[src/rtl/rv_fetch_pkg.sv]
// Shared types and constants for the instruction fetch path.
package rv_fetch_pkg;

    localparam logic [31:0] RESET_PC_DEFAULT = 32'h0000_0000;
    localparam logic [31:0] PC_STEP          = 32'd4;

    typedef enum logic [0:0] {
        ST_RUN   = 1'b0,
        ST_FAULT = 1'b1
    } fetch_state_t;

    typedef struct packed {
        logic [31:0] inst;
        logic [31:0] pc;
        logic        fault;
    } fetch_entry_t;

endpackage

[src/rtl/fetch_buf2.sv]
// Two-entry in-order FIFO with flush; head is driven straight from storage.
module fetch_buf2 #(
    parameter int WIDTH = 8
) (
    input  logic             clk,
    input  logic             rst,
    input  logic             flush,
    input  logic             push,
    input  logic             pop,
    input  logic [WIDTH-1:0] din,
    output logic [1:0]       count,
    output logic [WIDTH-1:0] head
);

    logic [WIDTH-1:0] mem0;
    logic [WIDTH-1:0] mem1;
    logic             rd_ptr;
    logic             wr_ptr;
    logic             do_pop;
    logic             do_push;

    assign do_pop  = pop && (count != 2'd0);
    assign do_push = push && ((count != 2'd2) || do_pop);
    assign head    = rd_ptr ? mem1 : mem0;

    // A flush may carry one fresh entry, which lands in slot 0.
    always_ff @(posedge clk or posedge rst) begin
        if (rst) begin
            mem0   <= '0;
            mem1   <= '0;
            rd_ptr <= 1'b0;
            wr_ptr <= 1'b0;
            count  <= 2'd0;
        end else if (flush) begin
            rd_ptr <= 1'b0;
            wr_ptr <= push;
            count  <= {1'b0, push};
            if (push) begin
                mem0 <= din;
            end
        end else begin
            if (do_push) begin
                if (wr_ptr) begin
                    mem1 <= din;
                end else begin
                    mem0 <= din;
                end
                wr_ptr <= ~wr_ptr;
            end
            if (do_pop) begin
                rd_ptr <= ~rd_ptr;
            end
            case ({do_push, do_pop})
                2'b10:   count <= count + 2'd1;
                2'b01:   count <= count - 2'd1;
                default: count <= count;
            endcase
        end
    end

endmodule

[src/rtl/ifetch_unit.sv]
// Fetch initiator: owns the PC, feeds a 2-entry buffer toward decode, handles redirects.
//   state    | meaning
//   ST_RUN   | fetching sequentially whenever the buffer has room
//   ST_FAULT | misaligned redirect seen; no fetch until the next redirect
module ifetch_unit
    import rv_fetch_pkg::*;
#(
    parameter logic [31:0] RESET_PC          = RESET_PC_DEFAULT,
    parameter int          INST_WIDTH_LENGTH = 32,
    parameter int          PC_WIDTH_LENGTH   = 32
) (
    input  logic                         clk,
    input  logic                         rst,
    output logic [PC_WIDTH_LENGTH-1:0]   PC,
    input  logic [INST_WIDTH_LENGTH-1:0] inst,
    input  logic                         redirect_valid,
    input  logic [PC_WIDTH_LENGTH-1:0]   redirect_pc,
    output logic                         if_valid,
    input  logic                         if_ready,
    output logic [INST_WIDTH_LENGTH-1:0] if_inst,
    output logic [PC_WIDTH_LENGTH-1:0]   if_pc,
    output logic                         if_fault
);

    localparam int ENTRY_W = $bits(fetch_entry_t);

    fetch_state_t                 state;
    logic [PC_WIDTH_LENGTH-1:0]   fetch_pc;
    logic [1:0]                   count;
    logic [ENTRY_W-1:0]           head_bits;
    fetch_entry_t                 head_entry;
    fetch_entry_t                 push_entry;
    logic                         misaligned;
    logic                         pop;
    logic                         fire;
    logic                         push;

    assign misaligned = redirect_valid && (redirect_pc[1:0] != 2'b00);
    // A redirect cycle never consumes the head, even with if_ready high.
    assign pop        = if_valid && if_ready && !redirect_valid;
    assign fire       = (state == ST_RUN) && !redirect_valid &&
                        ((count != 2'd2) || pop);
    assign push       = fire || misaligned;

    always_comb begin
        push_entry = '0;
        if (misaligned) begin
            push_entry.pc    = redirect_pc;
            push_entry.fault = 1'b1;
        end else begin
            push_entry.inst  = inst;
            push_entry.pc    = fetch_pc;
        end
    end

    fetch_buf2 #(
        .WIDTH (ENTRY_W)
    ) u_buf (
        .clk   (clk),
        .rst   (rst),
        .flush (redirect_valid),
        .push  (push),
        .pop   (pop),
        .din   (push_entry),
        .count (count),
        .head  (head_bits)
    );

    always_ff @(posedge clk or posedge rst) begin
        if (rst) begin
            state    <= ST_RUN;
            fetch_pc <= RESET_PC;
        end else if (redirect_valid) begin
            if (misaligned) begin
                state <= ST_FAULT;
            end else begin
                state    <= ST_RUN;
                fetch_pc <= redirect_pc;
            end
        end else if (fire) begin
            fetch_pc <= fetch_pc + PC_WIDTH_LENGTH'(PC_STEP);
        end
    end

    assign head_entry = fetch_entry_t'(head_bits);
    assign PC         = fetch_pc;
    assign if_valid   = (count != 2'd0);
    assign if_fault   = if_valid && head_entry.fault;
    assign if_pc      = if_valid ? head_entry.pc : '0;
    assign if_inst    = (if_valid && !head_entry.fault) ? head_entry.inst : '0;

endmodule

[config.mk]
export PLATFORM = sky130hd
export DESIGN_NAME = ifetch_unit
export DESIGN_NICKNAME = d
export VERILOG_FILES = /design/src/rtl/rv_fetch_pkg.sv /design/src/rtl/fetch_buf2.sv /design/src/rtl/ifetch_unit.sv
export SDC_FILE = /design/constraint.sdc
export NUM_CORES = 1
export LEC_CHECK = 0
export CAP_MARGIN = 10
export CORE_AREA = 2 2 129 131
export CTS_BUF_LIST = sky130_fd_sc_hd__clkbuf_2 sky130_fd_sc_hd__clkbuf_4 sky130_fd_sc_hd__clkbuf_8
export DETAILED_ROUTE_END_ITERATION = 8
export DIE_AREA = 0 0 131 133
export PLACE_DENSITY = 0.81
export REMOVE_ABC_BUFFERS = 1
export SYNTH_ARGS = -nofsm -noshare
export SYNTH_HDL_FRONTEND = slang
export SYNTH_SLANG_ARGS = --single-unit
[constraint.sdc]
create_clock -name clk -period 6.5 [get_ports clk]
set_clock_uncertainty 0.2 [all_clocks]
set_input_delay 1.3 -clock clk [delete_from_list [all_inputs] [get_ports clk]]
set_output_delay 1.3 -clock clk [all_outputs]
set_load 0.02 [all_outputs]
### Word-level counts from Yosys, hierarchy flattened

Cells that the tools add are included.

| word-level totals | value |
|---|---|
| register bits after elaboration | 167 |
| bits of input ports | 68 |
| word-level logic and storage cells | 62 |
| output and inout port bits | 98 |

| operators by class | value |
|---|---|
| eq/ne operators | 6 |
| bitwise operators | 4 |
| reductions and logical operators | 23 |
| add/sub/neg operators | 3 |
| mux-type cells | 19 |

Operators by type and width:

| operator | number |
|---|---|
| 2-to-1 mux 65 bit | 5 |
| 2-to-1 mux 32 bit | 7 |
| adder 32 x 3 -> 32 bit (second input constant) | 1 |
| nonzero test 2 bit | 5 |
| logical AND 1 bit | 9 |
| inequality test 2 bit (second input constant) | 3 |
| AND reduction 3 bit | 2 |
| 2-to-1 mux 1 bit | 5 |
| inverter 1 bit | 4 |
| case mux 2 bit (2 select lines) | 1 |
| logical OR 1 bit | 3 |
| nonzero test 3 bit | 1 |
| adder 2 x 1 -> 2 bit (second input constant) | 1 |
| == test 2 x 1 -> 1 bit (second input constant) | 1 |
| == test 2 bit (second input constant) | 1 |
| zero test 1 bit | 2 |
| 2-to-1 mux 2 bit | 1 |
| inequality test 2 x 1 -> 1 bit (second input constant) | 1 |
| AND reduction 2 bit | 1 |
| subtractor 2 x 1 -> 2 bit (second input constant) | 1 |

### Longest topological paths before layout

Gate-level depths: netlist of the first run.

| logic depth | value |
|---|---|
| depth in word-level cells | 10 |
| depth in mapped cells | 8 |
| gate-level depth less buffers | 5 |

### Modules after synthesis

A second synthesis of the first run with hierarchy kept.

| second synthesis, totals | value |
|---|---|
| cell total of the unflattened synthesis | 784 |
| area total of the unflattened synthesis | 9121.2 µm² |

Modules (own cells, without submodules):

| module | cells each | area each (µm²) | times used | seq. area each (µm²) |
|---|---|---|---|---|
| fetch_buf2 | 375 | 6012.0 | 1 | 3353.2 |
| ifetch_unit | 409 | 3109.2 | 1 | 825.8 |

### Least setup slack after synthesis of the first run

OpenSTA, ideal clock, no wires.

| timing | value |
|---|---|
| kind | flip-flop to output port |
| start | reg u_buf.count[1] |
| end | out if_inst[10] |
| data arrival time | 1533 ps |
| required time | 5000 ps |
| cell stages (with the launch flop) | 7 |
| path slack | 3467 ps |
| path buffers | 2 |
| cells stage by stage | dfrtp_1 -> buf_2 -> nor2_1 -> inv_1 -> nand2_1 -> buf_1 -> nor2_1 |

| between the ends | value |
|---|---|
| word-level cells in the longest chain between the ends | 3 |

Ends and longest elaborated chain:

| what | line | RTL |
|---|---|---|
| start: declaration | fetch_buf2.sv:11 | `output logic [1:0] count,` |
| start signal: assignment | fetch_buf2.sv:37 | `count <= {1'b0, push};` |
| start signal: assignment | fetch_buf2.sv:54 | `2'b10: count <= count + 2'd1;` |
| start signal: assignment | fetch_buf2.sv:55 | `2'b01: count <= count - 2'd1;` |
| nonzero test 2 bit | ifetch_unit.sv:87 | `assign if_valid = (count != 2'd0);` |
| via if_valid | ifetch_unit.sv:18 | `output logic if_valid,` |
| logical AND 1 bit | ifetch_unit.sv:90 | `assign if_inst = (if_valid && !head_entry.fault) ? head_entry.inst : '0;` |
| 2-to-1 mux 32 bit | ifetch_unit.sv:90 |  |
| end: declaration | ifetch_unit.sv:20 | `output logic [INST_WIDTH_LENGTH-1:0] if_inst,` |

The timed path passes the listed nets, and every way through them passes these cells.

### Final worst setup path of the first run

| timing | value |
|---|---|
| start | reg u_buf.rd_ptr |
| end | out if_inst[1] |

| between the ends | value |
|---|---|
| word-level cells in the longest chain between the ends | 4 |

Ends and longest elaborated chain:

| what | line | RTL |
|---|---|---|
| start: declaration | fetch_buf2.sv:17 | `logic rd_ptr;` |
| start signal: assignment | fetch_buf2.sv:51 | `rd_ptr <= ~rd_ptr;` |
| 2-to-1 mux 65 bit (*) | fetch_buf2.sv:24 | `assign head = rd_ptr ? mem1 : mem0;` |
| zero test 1 bit | ifetch_unit.sv:90 |  |
| logical AND 1 bit | ifetch_unit.sv:90 |  |
| 2-to-1 mux 32 bit (*) | ifetch_unit.sv:90 |  |

Every way passes the cells marked *; elsewhere a longest branch is shown, timed or not.

==> impl_metrics.csv, run 1 <==
group,metric,value,unit
synthesis,synth_flop_cell,"dfrtp_1",
finish,finish.utilization,65.6,%
clock_network,clk_pin_slew_worst_paths,0.08,ns
sta,slew_viol_final,0,
synthesis,synth_compound_area_share,13.3,%
synthesis,ys_types,47,
sta,relSlewSlack,23.3,%
finish,final_common_cell,"dfrtp_1",
synthesis,synth_edf_count,0,
die,ios,166,
grt,grt_max_degree,96,
placed_design,dpl_cell_area,10200,µm²
synthesis,seq_area_frac_synth,49.3,%
detailed_routing,firstDrtPassIters,6,
clock_network,clock-sinks,167,
synthesis,synth_top_family_by_area,"simple AND/OR/NAND/NOR gates",
grt,antenna_found_initial,1,
finish,drive_gt1_share,6.93,%
sta,setup_viol,0,
outcome,status,"complete, no violations",
min_path,hold_path.class,"flip-flop to flip-flop",
finish,final_cell_area,10600,µm²
detailed_routing,ant_nets,0,
job,maxCapViolations,0,
setup_path,path_max_fanout,35,
setup_path,cpPeakStageDelay,0.86,ns
setup_path,end_kind,"output pin",
setup_path,path_cells,"mux2i_1, nand2_1, nor2_1, clkdlybuf4s50_1",
detailed_routing,vias,7114,
finish,fill_cells,1353,
setup_path,crit_type,"flip-flop to output pin",
synthesis,ys_ff_latch,167,
synthesis,synthMuxAreaShare,14.5,%
synthesis,syn_avg_cell_area,9.27,µm²
pwr,p_leak,4.47,nW
clock_network,insertion_delay,0.45,ns
grt,grt-ovfl-total,0,
die,core_area,16200,µm²
die,start_util,52.4,%
clock_network,hold_buffers,0,
pwr,power_density,299,nW/µm²
placed_design,dp_cells,1243,
clock_network,cts_resized,0,
sta,rsz0062_at_grt,"no",
clock_network,cts_root_buf,"clkbuf_8",
placed_design,io_buffers,165,
synthesis,synthAdderAreaFrac,0.148,%
detailed_routing,routed_wirelength,20800,µm
sta,hold_viol,0,
synthesis,postSynthCellCount,914,
grt,first_global_vias,6606,
placed_design,hpwl,13500,µm
synthesis,synthXorXnorAreaFrac,0.931,%
die,die_w,131,µm
synthesis,synthSimpleGateAreaFrac,18.1,%
synthesis,synthArstFlopShare,100,%
clock_network,cts-buffers-inserted,17,
detailed_routing,viasPerCell,5.59,
die,die-area,17400,µm²
clock_network,cts_setup_buffers,0,
placed_design,gp_congestion,0.822,
grt,grt_pass1_wl,33600,µm
detailed_routing,wl_per_cell,16.4,µm
clock_network,h-tree-depth,4,
setup_path,arrival,3.36,ns
detailed_routing,drc,0,
setup_path,required,5.00,ns
sta,fin_crit_sh,74.7,%
die,die_h,133,µm
sta,hold_ws,0.281,ns
clock_network,cts_buffer_depth,2,
sta,tightest_slew,1.15,ns
grt,grt_usage,24.3,%
setup_path,cp_num_buf_inv,1,
synthesis,syn-cell-area,8470,µm²
finish,diodes,0,
sta,timing.fmax,206,MHz
synthesis,ys.warnings.count,0,
finish,final_cell_mix,"166 x dfrtp_1, 165 x clkdlybuf4s50_1, 150 x nand2_1",
finish,fin_nets,1111,
sta,min_period,4.86,ns
pwr,ir_worst_vdd,0.000134,V
setup_path,critPathLaunchType,"flip-flop",
setup_path,crit_family,"simple AND/OR/NAND/NOR gates",
die,rows,47,
finish,final_cells,1273,
finish,areaGrowthSynthToFinish,25.3,%
detailed_routing,dr.first_iter.drc_count,484,
setup_path,slowest_stage,"dfrtp_4",
clock_network,cts_tree,"yes",
-- cell type report --
class / instances / area, µm² / area share, %
repair buffers: 174 / 1720 / 16.2
clock inverters: 9 / 128 / 1.20
well taps: 220 / 275 / 2.59
inverters: 7 / 31.3 / 0.295
flip-flops and latches: 167 / 4180 / 39.4
multi-input cells: 675 / 4010 / 37.8
clock buffers: 21 / 270 / 2.55
-- registers in the layout, indices dropped and copies added (netlist names) --
| name | flops |
|---|---|
| PC | 32 |
| state | 1 |
| u_buf.count | 2 |
| u_buf.mem0 | 65 |
| u_buf.mem1 | 65 |
| u_buf.rd_ptr | 1 |
| u_buf.wr_ptr | 1 |
-- cells in the mapped netlist (13+ instances only) --
master,instances,area (µm²)
nand2_1,150,563
o21ai_0,111,556
a31oi_1,21,131
mux2_2,21,236
nor2_1,119,447
a21oi_1,39,195
clkbuf_1,33,124
nand4_1,13,81.3
dfrtp_1,167,4180
buf_2,24,120
mux2i_1,99,991
-- kinds of logic (layout without fill, tap and decap cells) --
kind of cell,after synthesis,after routing
buffers and inverters,72,211
flip-flops,167,167
multiplexers,120,120
AO/OA/AOI/OAI,199,199
AND/OR/NAND/NOR,346,346
adder cells (fa/ha/maj),1,1
XOR/XNOR,9,9
-- layer usage --
layer | vias to the layer above | GRT usage (%) | part of all wire, %
li1 | 3447 | - | -
met1 | 3403 | 34.9 | 47
met2 | 225 | 37.3 | 46
met3 | 37 | 4.85 | 5.9
met4 | 2 | 7.57 | 1.6
met5 | - | 0 | 0.077
-- power breakdown --
group	switching (mW)	leakage (nW)	internal (mW)
Clock	0.360	0.198	0.396
Sequential	0.183	2.01	1.26
Combinational	0.524	2.26	0.453
-- final timing paths --
| check | startpoint | end | slack (ns) | depth (start not counted) |
|---|---|---|---|---|
| min in group asynchronous | rst | u_buf.mem0[54]$_DFFE_PP0P_ | 1.25 | 2 |
| worst max-delay path | u_buf.rd_ptr$_DFFE_PP0P_ | if_inst[1] | 1.64 | 4 |
| worst min-delay path | u_buf.mem1[16]$_DFFE_PP0P_ | u_buf.mem1[16]$_DFFE_PP0P_ | 0.28 | 2 |
| max in group asynchronous | rst | u_buf.mem0[25]$_DFFE_PP0P_ | 3.77 | 3 |
| worst max register to register | u_buf.count[1]$_DFFE_PP0P_ | u_buf.mem1[46]$_DFFE_PP0P_ | 3.89 | 4 |
| worst min register to register | u_buf.mem1[16]$_DFFE_PP0P_ | u_buf.mem1[16]$_DFFE_PP0P_ | 0.28 | 2 |
-- worst min-delay path, cell delays in order, from the launching register on --
cell	delay (ns)
dfrtp_1	0.35
nand2_1	0.04
o21ai_0	0.06
-- through the flow --
stage / total power, mW / worst slack (ns) / TNS, ns
6_report: 3.17 / 1.64 / 0
4_1_cts: 3.20 / 1.61 / 0
5_1_grt: 3.35 / 1.42 / 0
3_3_place_gp: 2.41 / 2.20 / 0
2_1_floorplan: 2.03 / -2.88 / -196.41
3_5_place_dp: 2.44 / 2.11 / 0
Note: power is estimated with default switching activity, not from simulation.
==> inputs of run 2 (changes only) <==
==> constraint.sdc (replaced) <==
create_clock -name clk -period 4.6 [get_ports clk]
set_clock_uncertainty 0.2 [all_clocks]
set_input_delay 0.92 -clock clk [delete_from_list [all_inputs] [get_ports clk]]
set_output_delay 0.92 -clock clk [all_outputs]
set_load 0.02 [all_outputs]
==> impl_metrics.csv, run 2 (synthesized netlist as in run 1, its figures left out) <==
group,metric,value,unit
outcome,status,"complete, no violations",
finish,areaGrowthSynthToFinish,27.4,%
pwr,power,4.67,mW
placed_design,gp_congestion,0.861,
pwr,pwr-share-seq,43.3,%
detailed_routing,wl_per_cell,16.4,µm
pwr,combPwrFrac,30.1,%
finish,final_common_cell,"dfrtp_1",
detailed_routing,viasPerCell,5.50,
setup_path,path_max_fanout,32,
grt,grt-ovfl-total,0,
pwr,netSwitchingPower,1.52,mW
grt,grt_max_degree,96,
grt,grt_usage,24.9,%
clock_network,cts_buffer_depth,2,
die,core_area,16200,µm²
pwr,p_leak,4.57,nW
detailed_routing,drc,0,
clock_network,insertion_delay,0.47,ns
setup_path,cp_num_buf_inv,2,
sta,hold_viol,0,
pwr,netSwitchingFraction,32.5,%
clock_network,cts-buffers-inserted,17,
setup_path,crit_family,"buffers and inverters",
setup_path,path_cells,"mux2i_1, nand2_1, buf_4, nor2_1, clkdlybuf4s50_1",
detailed_routing,vias,7050,
setup_path,r2r_slack,2.01,ns
finish,drive_gt1_share,7.72,%
pwr,power_density,433,nW/µm²
finish,finish.utilization,66.7,%
detailed_routing,firstDrtPassIters,5,
sta,tightest_slew,0.809,ns
min_path,hold_path.class,"flip-flop to flip-flop",
sta,min_period,3.71,ns
setup_path,slowest_stage,"dfrtp_4",
grt,first_global_vias,6681,
detailed_routing,ant_nets,0,
placed_design,hpwl,13800,µm
sta,fin_crit_sh,80.6,%
grt,grt_pass1_wl,34100,µm
sta,relSlewSlack,46.1,%
job,maxCapViolations,0,
setup_path,required,3.48,ns
placed_design,dpl_cell_area,10300,µm²
finish,fin_nets,1120,
clock_network,cts_setup_buffers,0,
die,die_w,131,µm
sta,timing.fmax,270,MHz
placed_design,io_buffers,165,
setup_path,end_kind,"output pin",
sta,rsz0062_at_grt,"no",
clock_network,h-tree-depth,4,
finish,final_cell_area,10800,µm²
clock_network,clock-sinks,167,
sta,slew_viol_final,0,
clock_network,cts_resized,0,
pwr,ir_worst_vdd,0.000275,V
die,die-area,17400,µm²
setup_path,cpPeakStageDelay,0.66,ns
finish,diodes,0,
die,die_h,133,µm
setup_path,critPathLaunchType,"flip-flop",
finish,final_cell_mix,"166 x dfrtp_1, 165 x clkdlybuf4s50_1, 150 x nand2_1",
die,start_util,52.4,%
die,ios,166,
sta,finalSetupTns,0,ns
die,rows,47,
setup_path,crit_type,"flip-flop to output pin",
clock_network,hold_buffers,0,
pwr,pwr-share-clk,26.6,%
sta,setup_viol,0,
clock_network,cts_tree,"yes",
setup_path,arrival,2.59,ns
clock_network,clk_pin_slew_worst_paths,0.08,ns
detailed_routing,routed_wirelength,21100,µm
clock_network,cts_root_buf,"clkbuf_8",
pwr,internal_power,3.15,mW
grt,antenna_found_initial,0,
detailed_routing,dr.first_iter.drc_count,587,
[run 2: cell types whose count changed in the layout (fill, tap and decap cells not counted), sizes merged]
cell / delta
buf: +9
bufinv: +3
clkinvlp: -3
[run 2: worst reg2reg max path, stage by stage (launching register included)]
cell and delay (ns):
dfrtp_1 0.49, or3b_1 0.48, nand4_1 0.60, buf_12 0.44
nand2_1 0.16, o21ai_0 0.08
[run 2: through the flow]
stage	cells	hold slack, ns	worst slack (ns)
final	1282	0.281	0.891
after global routing	1282	0.311	0.772
after CTS	1282	0.288	0.885
after detailed placement	1252	0.269	1.10
after global placement	1252	0.259	1.17
after floorplan	849	0.246	-4.40
[run 2: cell type report]
type | instances | area (µm²)
repair buffers | 183 | 1820
multi-input cells | 675 | 4010
clock inverters | 9 | 199
inverters | 7 | 31.3
well taps | 220 | 275
fillers | 1300 | 5380
clock buffers | 21 | 270
flip-flops and latches | 167 | 4180
[run 2: worst paths after layout]
| path | start | to | depth (start not counted) |
|---|---|---|---|
| min in group asynchronous | rst | u_buf.mem0[63]$_DFFE_PP0P_ | 2 |
| setup reg to reg | u_buf.count[1]$_DFFE_PP0P_ | u_buf.mem1[41]$_DFFE_PP0P_ | 5 |
| max in group asynchronous | rst | u_buf.mem1[57]$_DFFE_PP0P_ | 3 |
| hold / removal | u_buf.mem0[61]$_DFFE_PP0P_ | u_buf.mem0[61]$_DFFE_PP0P_ | 2 |
| hold reg to reg | u_buf.mem0[61]$_DFFE_PP0P_ | u_buf.mem0[61]$_DFFE_PP0P_ | 2 |
| setup / recovery | u_buf.rd_ptr$_DFFE_PP0P_ | if_inst[28] | 5 |
[run 2: power groups by stage]
stage / Combinational, mW / Clock (mW) / Sequential [mW]
6_report: 1.41 / 1.24 / 2.03
5_1_grt: 1.55 / 1.32 / 2.07
4_1_cts: 1.42 / 1.26 / 2.02
3_5_place_dp: 1.41 / 0 / 2.05
3_3_place_gp: 1.38 / 0 / 2.04
2_1_floorplan: 0.801 / 0 / 2.06
[run 2: metal layers]
metal  global-route usage [%]  up-vias  share of wire (%)
met5                        0        -                  0
met4                     7.09        0                1.7
met3                     5.62       25                6.5
met2                     39.1      230                 46
met1                     34.7     3335                 46
li1                         -     3460                  -
==> inputs of run 3 (changes only) <==
==> constraint.sdc (replaced) <==
create_clock -name clk -period 3.75 [get_ports clk]
set_clock_uncertainty 0.2 [all_clocks]
set_input_delay 0.75 -clock clk [delete_from_list [all_inputs] [get_ports clk]]
set_output_delay 0.75 -clock clk [all_outputs]
set_load 0.02 [all_outputs]
==> impl_metrics.csv, run 3 (synthesized netlist as in run 1, its figures left out) <==
group,metric,value,unit
finish,final_cells,1289,
clock_network,cts_buffer_depth,2,
setup_path,crit_type,"flip-flop to output pin",
grt,first_global_vias,6566,
setup_path,r2r_slack,1.39,ns
die,die_w,131,µm
finish,final_cell_area,10800,µm²
sta,setup_viol,0,
clock_network,clock-sinks,167,
sta,min_period,3.48,ns
clock_network,cts_root_buf,"clkbuf_8",
pwr,ir_worst_vdd,0.000282,V
sta,fin_crit_sh,92.9,%
detailed_routing,viasPerCell,5.46,
finish,final_cell_mix,"166 x dfrtp_1, 165 x clkdlybuf4s50_1, 150 x nand2_1",
job,maxCapViolations,0,
pwr,power,5.52,mW
sta,hold_viol,0,
pwr,power_density,513,nW/µm²
min_path,hold_end,"u_buf.mem1[18]$_DFFE_PP0P_",
die,ios,166,
finish,final_common_cell,"dfrtp_1",
detailed_routing,routed_wirelength,21000,µm
die,rows,47,
grt,grt_pass1_wl,33700,µm
finish,drive_gt1_share,8.33,%
finish,fin_nets,1125,
placed_design,gp_congestion,0.829,
die,core_area,16200,µm²
outcome,status,"complete, no violations",
clock_network,cts_setup_buffers,0,
die,start_util,52.4,%
sta,slew_viol_final,0,
setup_path,rr_worst_depth,4,
sta,relSlewSlack,29.4,%
placed_design,dp_cells,1257,
setup_path,timing.rr.start,"u_buf.count[1]$_DFFE_PP0P_",
sta,finalSetupTns,0,ns
sta,timing.fmax,287,MHz
die,die_h,133,µm
clock_network,h-tree-depth,4,
detailed_routing,ant_nets,0,
pwr,p_leak,4.55,nW
placed_design,dpl_cell_area,10400,µm²
detailed_routing,firstDrtPassIters,5,
finish,diodes,0,
min_path,min_path_cells,2,
setup_path,path_max_fanout,32,
setup_path,critPathLaunchType,"flip-flop",
setup_path,r2r_end,"u_buf.mem0[39]$_DFFE_PP0P_",
clock_network,hold_buffers,0,
clock_network,clk_pin_slew_worst_paths,0.09,ns
clock_network,insertion_delay,0.46,ns
min_path,worstHoldStart,"u_buf.mem1[18]$_DFFE_PP0P_",
clock_network,cts_resized,0,
setup_path,required,2.80,ns
grt,antenna_found_initial,0,
placed_design,hpwl,14100,µm
placed_design,io_buffers,165,
finish,areaGrowthSynthToFinish,27.0,%
min_path,hold_path.class,"flip-flop to flip-flop",
grt,grt-ovfl-total,0,
setup_path,end_kind,"output pin",
detailed_routing,drc,0,
sta,hold_ws,0.283,ns
detailed_routing,vias,7039,
sta,rsz0062_at_grt,"no",
setup_path,arrival,2.53,ns
sta,tightest_slew,1.06,ns
die,die-area,17400,µm²
clock_network,cts-buffers-inserted,17,
grt,grt_usage,24.6,%
detailed_routing,wl_per_cell,16.3,µm
detailed_routing,dr.first_iter.drc_count,519,
grt,grt_max_degree,87,
clock_network,cts_tree,"yes",
## run 3: power breakdown
group / internal, mW / switching (mW)
Clock: 0.613 / 0.694
Sequential: 2.18 / 0.306
Combinational: 0.804 / 0.925
## run 3: area by class of cell
cell class | count | area [µm²]
fill | 1336 | 5420
clock buffer | 18 | 248
multi-input combinational | 675 | 4010
sequential | 167 | 4180
tap | 220 | 275
inverter | 7 | 31.3
clock inverter | 14 | 150
timing repair buffer | 188 | 1860
## run 3: how the worst max path moves through the flow
stage / startpoint / to / slack [ns]
final: u_buf.rd_ptr$_DFFE_PP0P_ / if_inst[30] / 0.27
after global routing: u_buf.rd_ptr$_DFFE_PP0P_ / if_inst[15] / 0.16
after CTS: u_buf.rd_ptr$_DFFE_PP0P_ / if_inst[9] / 0.26
after detailed placement: if_ready / u_buf.mem0[39]$_DFFE_PP0P_ / 0.57
after global placement: redirect_valid / u_buf.mem0[38]$_DFFE_PP0P_ / 0.69
after floorplan: redirect_pc[0] / u_buf.mem0[1]$_DFFE_PP0P_ / -5.08
## run 3: metrics by stage
step / utilization [%] / setup slack [ns]
2_1_floorplan: - / -5.08
3_3_place_gp: 64.0 / 0.686
3_5_place_dp: 64.0 / 0.565
4_1_cts: 66.5 / 0.263
5_1_grt: 66.5 / 0.156
6_report: 66.5 / 0.266
## run 3: critical path: stages (launching register included)
cell and delay [ns]:
dfrtp_4 0.62, mux2i_1 0.30, nand2_1 0.08, buf_4 0.25, nor2_1 0.20, clkdlybuf4s50_1 0.63
## run 3: routing by layer
metal / up-vias / global-route usage, % / share of wire, %
met1: 3340 / 34.9 / 46
met4: 0 / 6.09 / 1.2
met3: 23 / 6.19 / 6.7
met5: - / 0 / 0
li1: 3462 / - / -
met2: 214 / 38.0 / 46
==> patch, RTL diff (config.mk and constraints of run 3) <==
Register the output `if_fault`, cleared by the reset; this adds one clock of latency there. The other outputs are not delayed to match.
--- a/src/rtl/ifetch_unit.sv
+++ b/src/rtl/ifetch_unit.sv
@@ -87,3 +87,9 @@
     assign if_valid   = (count != 2'd0);
-    assign if_fault   = if_valid && head_entry.fault;
+    always_ff @(posedge clk or posedge rst) begin
+        if (rst) begin
+            if_fault <= '0;
+        end else begin
+            if_fault <= if_valid && head_entry.fault;
+        end
+    end
     assign if_pc      = if_valid ? head_entry.pc : '0;
Behaviour: not the same (a bounded check fails within 4 cycles, from zero or initial values and one cycle with rst high).
==> patch against run 3 <==
Utilization is 0.56 points higher; combinational power increased by 5%; sequential cell count increased by 1; power increased by 2.3%; hold slack improved by 0.00085 ns; register-to-register slack lost 0.29 ns; final area rose by 0.84%; routed wire length is 2.8% higher; synthesized cell count is 1.6% higher; area after synthesis rose by 0.64%; worst setup slack improved by 0.21 ns.
==> patch: results (changes against run 3) <==
Result of the run -> complete, no violations
Multi-input comb cells -> 685 (+1.5%)
Number of sequential cells -> 168 (+0.60%)
Max transition margin -> 0.437 (+0.143)
Number of global-route vias before repair -> 6956 (+5.9%)
Net switching power -> 1960 uW (+1.6%)
Crit Reg-Reg Endpoint -> PC[26]
Multiplexer share of the synthesized area -> 0.144 (-0.00106)
Clock Network Area Fraction -> 0.0376 (+0.000616)
DR WL met3 -> 1.64 mm (+17%)
Post-placement cell count -> 1269 (+0.95%)
Synthesized area divided by synthesized cell count -> 9.18 um^2 (-0.99%)
GR Util met3 -> 0.0623 (+0.000404)
Number of nets in the finished design -> 1137 (+1.1%)
Total number of vias -> 7281 (+3.4%)
Minimum setup slack after placement -> 0.354 ns (-0.212 ns)
Largest cells by area after synthesis -> dfrtp_1 (49%), mux2i_1 (12%), nand2_1 (6.9%)
Setup slack, reg-to-reg -> 1.10 ns (-0.29 ns)
Adder and majority cell fraction of the synthesized area -> 0.00147 (-0.00000932)
Synth Area in XOR/XNOR -> 0.00719 (-0.00211)
Met2 Resource Use GR -> 0.406 (+0.0265)
Wirelength per Cell -> 16.6 um (+1.9%)
Post-DP HPWL -> 14.8 mm (+5.3%)
Share of post-route cells with drive strength above 1 -> 0.0786 (-0.00462)
Sequential element share of the synthesized area -> 0.493 (about the same)
Largest net degree at the start of global routing -> 79 (-9.2%)
Signal arrival time at the worst endpoint -> 2.33 ns (-0.20 ns)
Starting DRT DRC Count -> 461 (-11%)
Area of the mapped netlist -> 0.00852 mm^2 (+0.64%)
Cell Count, Final, Fillers Out -> 1301 (+0.93%)
Maximum fanout count along the critical path -> 65 (+100%)
Multi-input logic portion of the cell area -> 0.373 (+0.000482)
CLK BUF -> 22 (+4)
Post-DP Area -> 0.0104 mm^2 (+0.77%)
Length of routed met2 wiring -> 10.2 mm (+5.4%)
Count of inverters not on the clock network in the layout -> 8 (+1)
Non-clock buffering overhead -> 0.173 (-0.000285)
WL met1 -> 9.41 mm (-2.8%)
Global-route wire length before repair -> 35.1 mm (+3.9%)
Worst voltage drop across the vdd grid -> 0.342 mV (+21%)
Placer congestion estimate -> 0.881 (+6.3%)
-- patch: changes by cell type after synthesis, moves of 5 or more --
cell / before / now
nor2b_1: 6 / 1
buf_2: 24 / 9
o31a_1: 0 / 7
nor3_1: 2 / 7
o21ai_1: 0 / 19
nand2_1: 150 / 157
clkbuf_1: 33 / 49
o21ai_0: 111 / 88
-- patch: per-stage QoR --
stage,TNS (ns),utilization
final,0,0.671
after global routing,0,0.671
after CTS,0,0.671
after detailed placement,0,0.645
after global placement,0,0.645
after floorplan,-562.93,-
-- patch: how the worst max path moves through the flow --
stage | start | to | slack (ns)
after floorplan | redirect_pc[0] | u_buf.mem0[1] | -3.39
after global placement | if_ready | PC[24] | 0.41
after detailed placement | if_ready | PC[26] | 0.35
after CTS | u_buf.rd_ptr | if_inst[0] | 0.47
after global routing | u_buf.rd_ptr | if_inst[0] | 0.36
final | u_buf.rd_ptr | if_pc[1] | 0.47
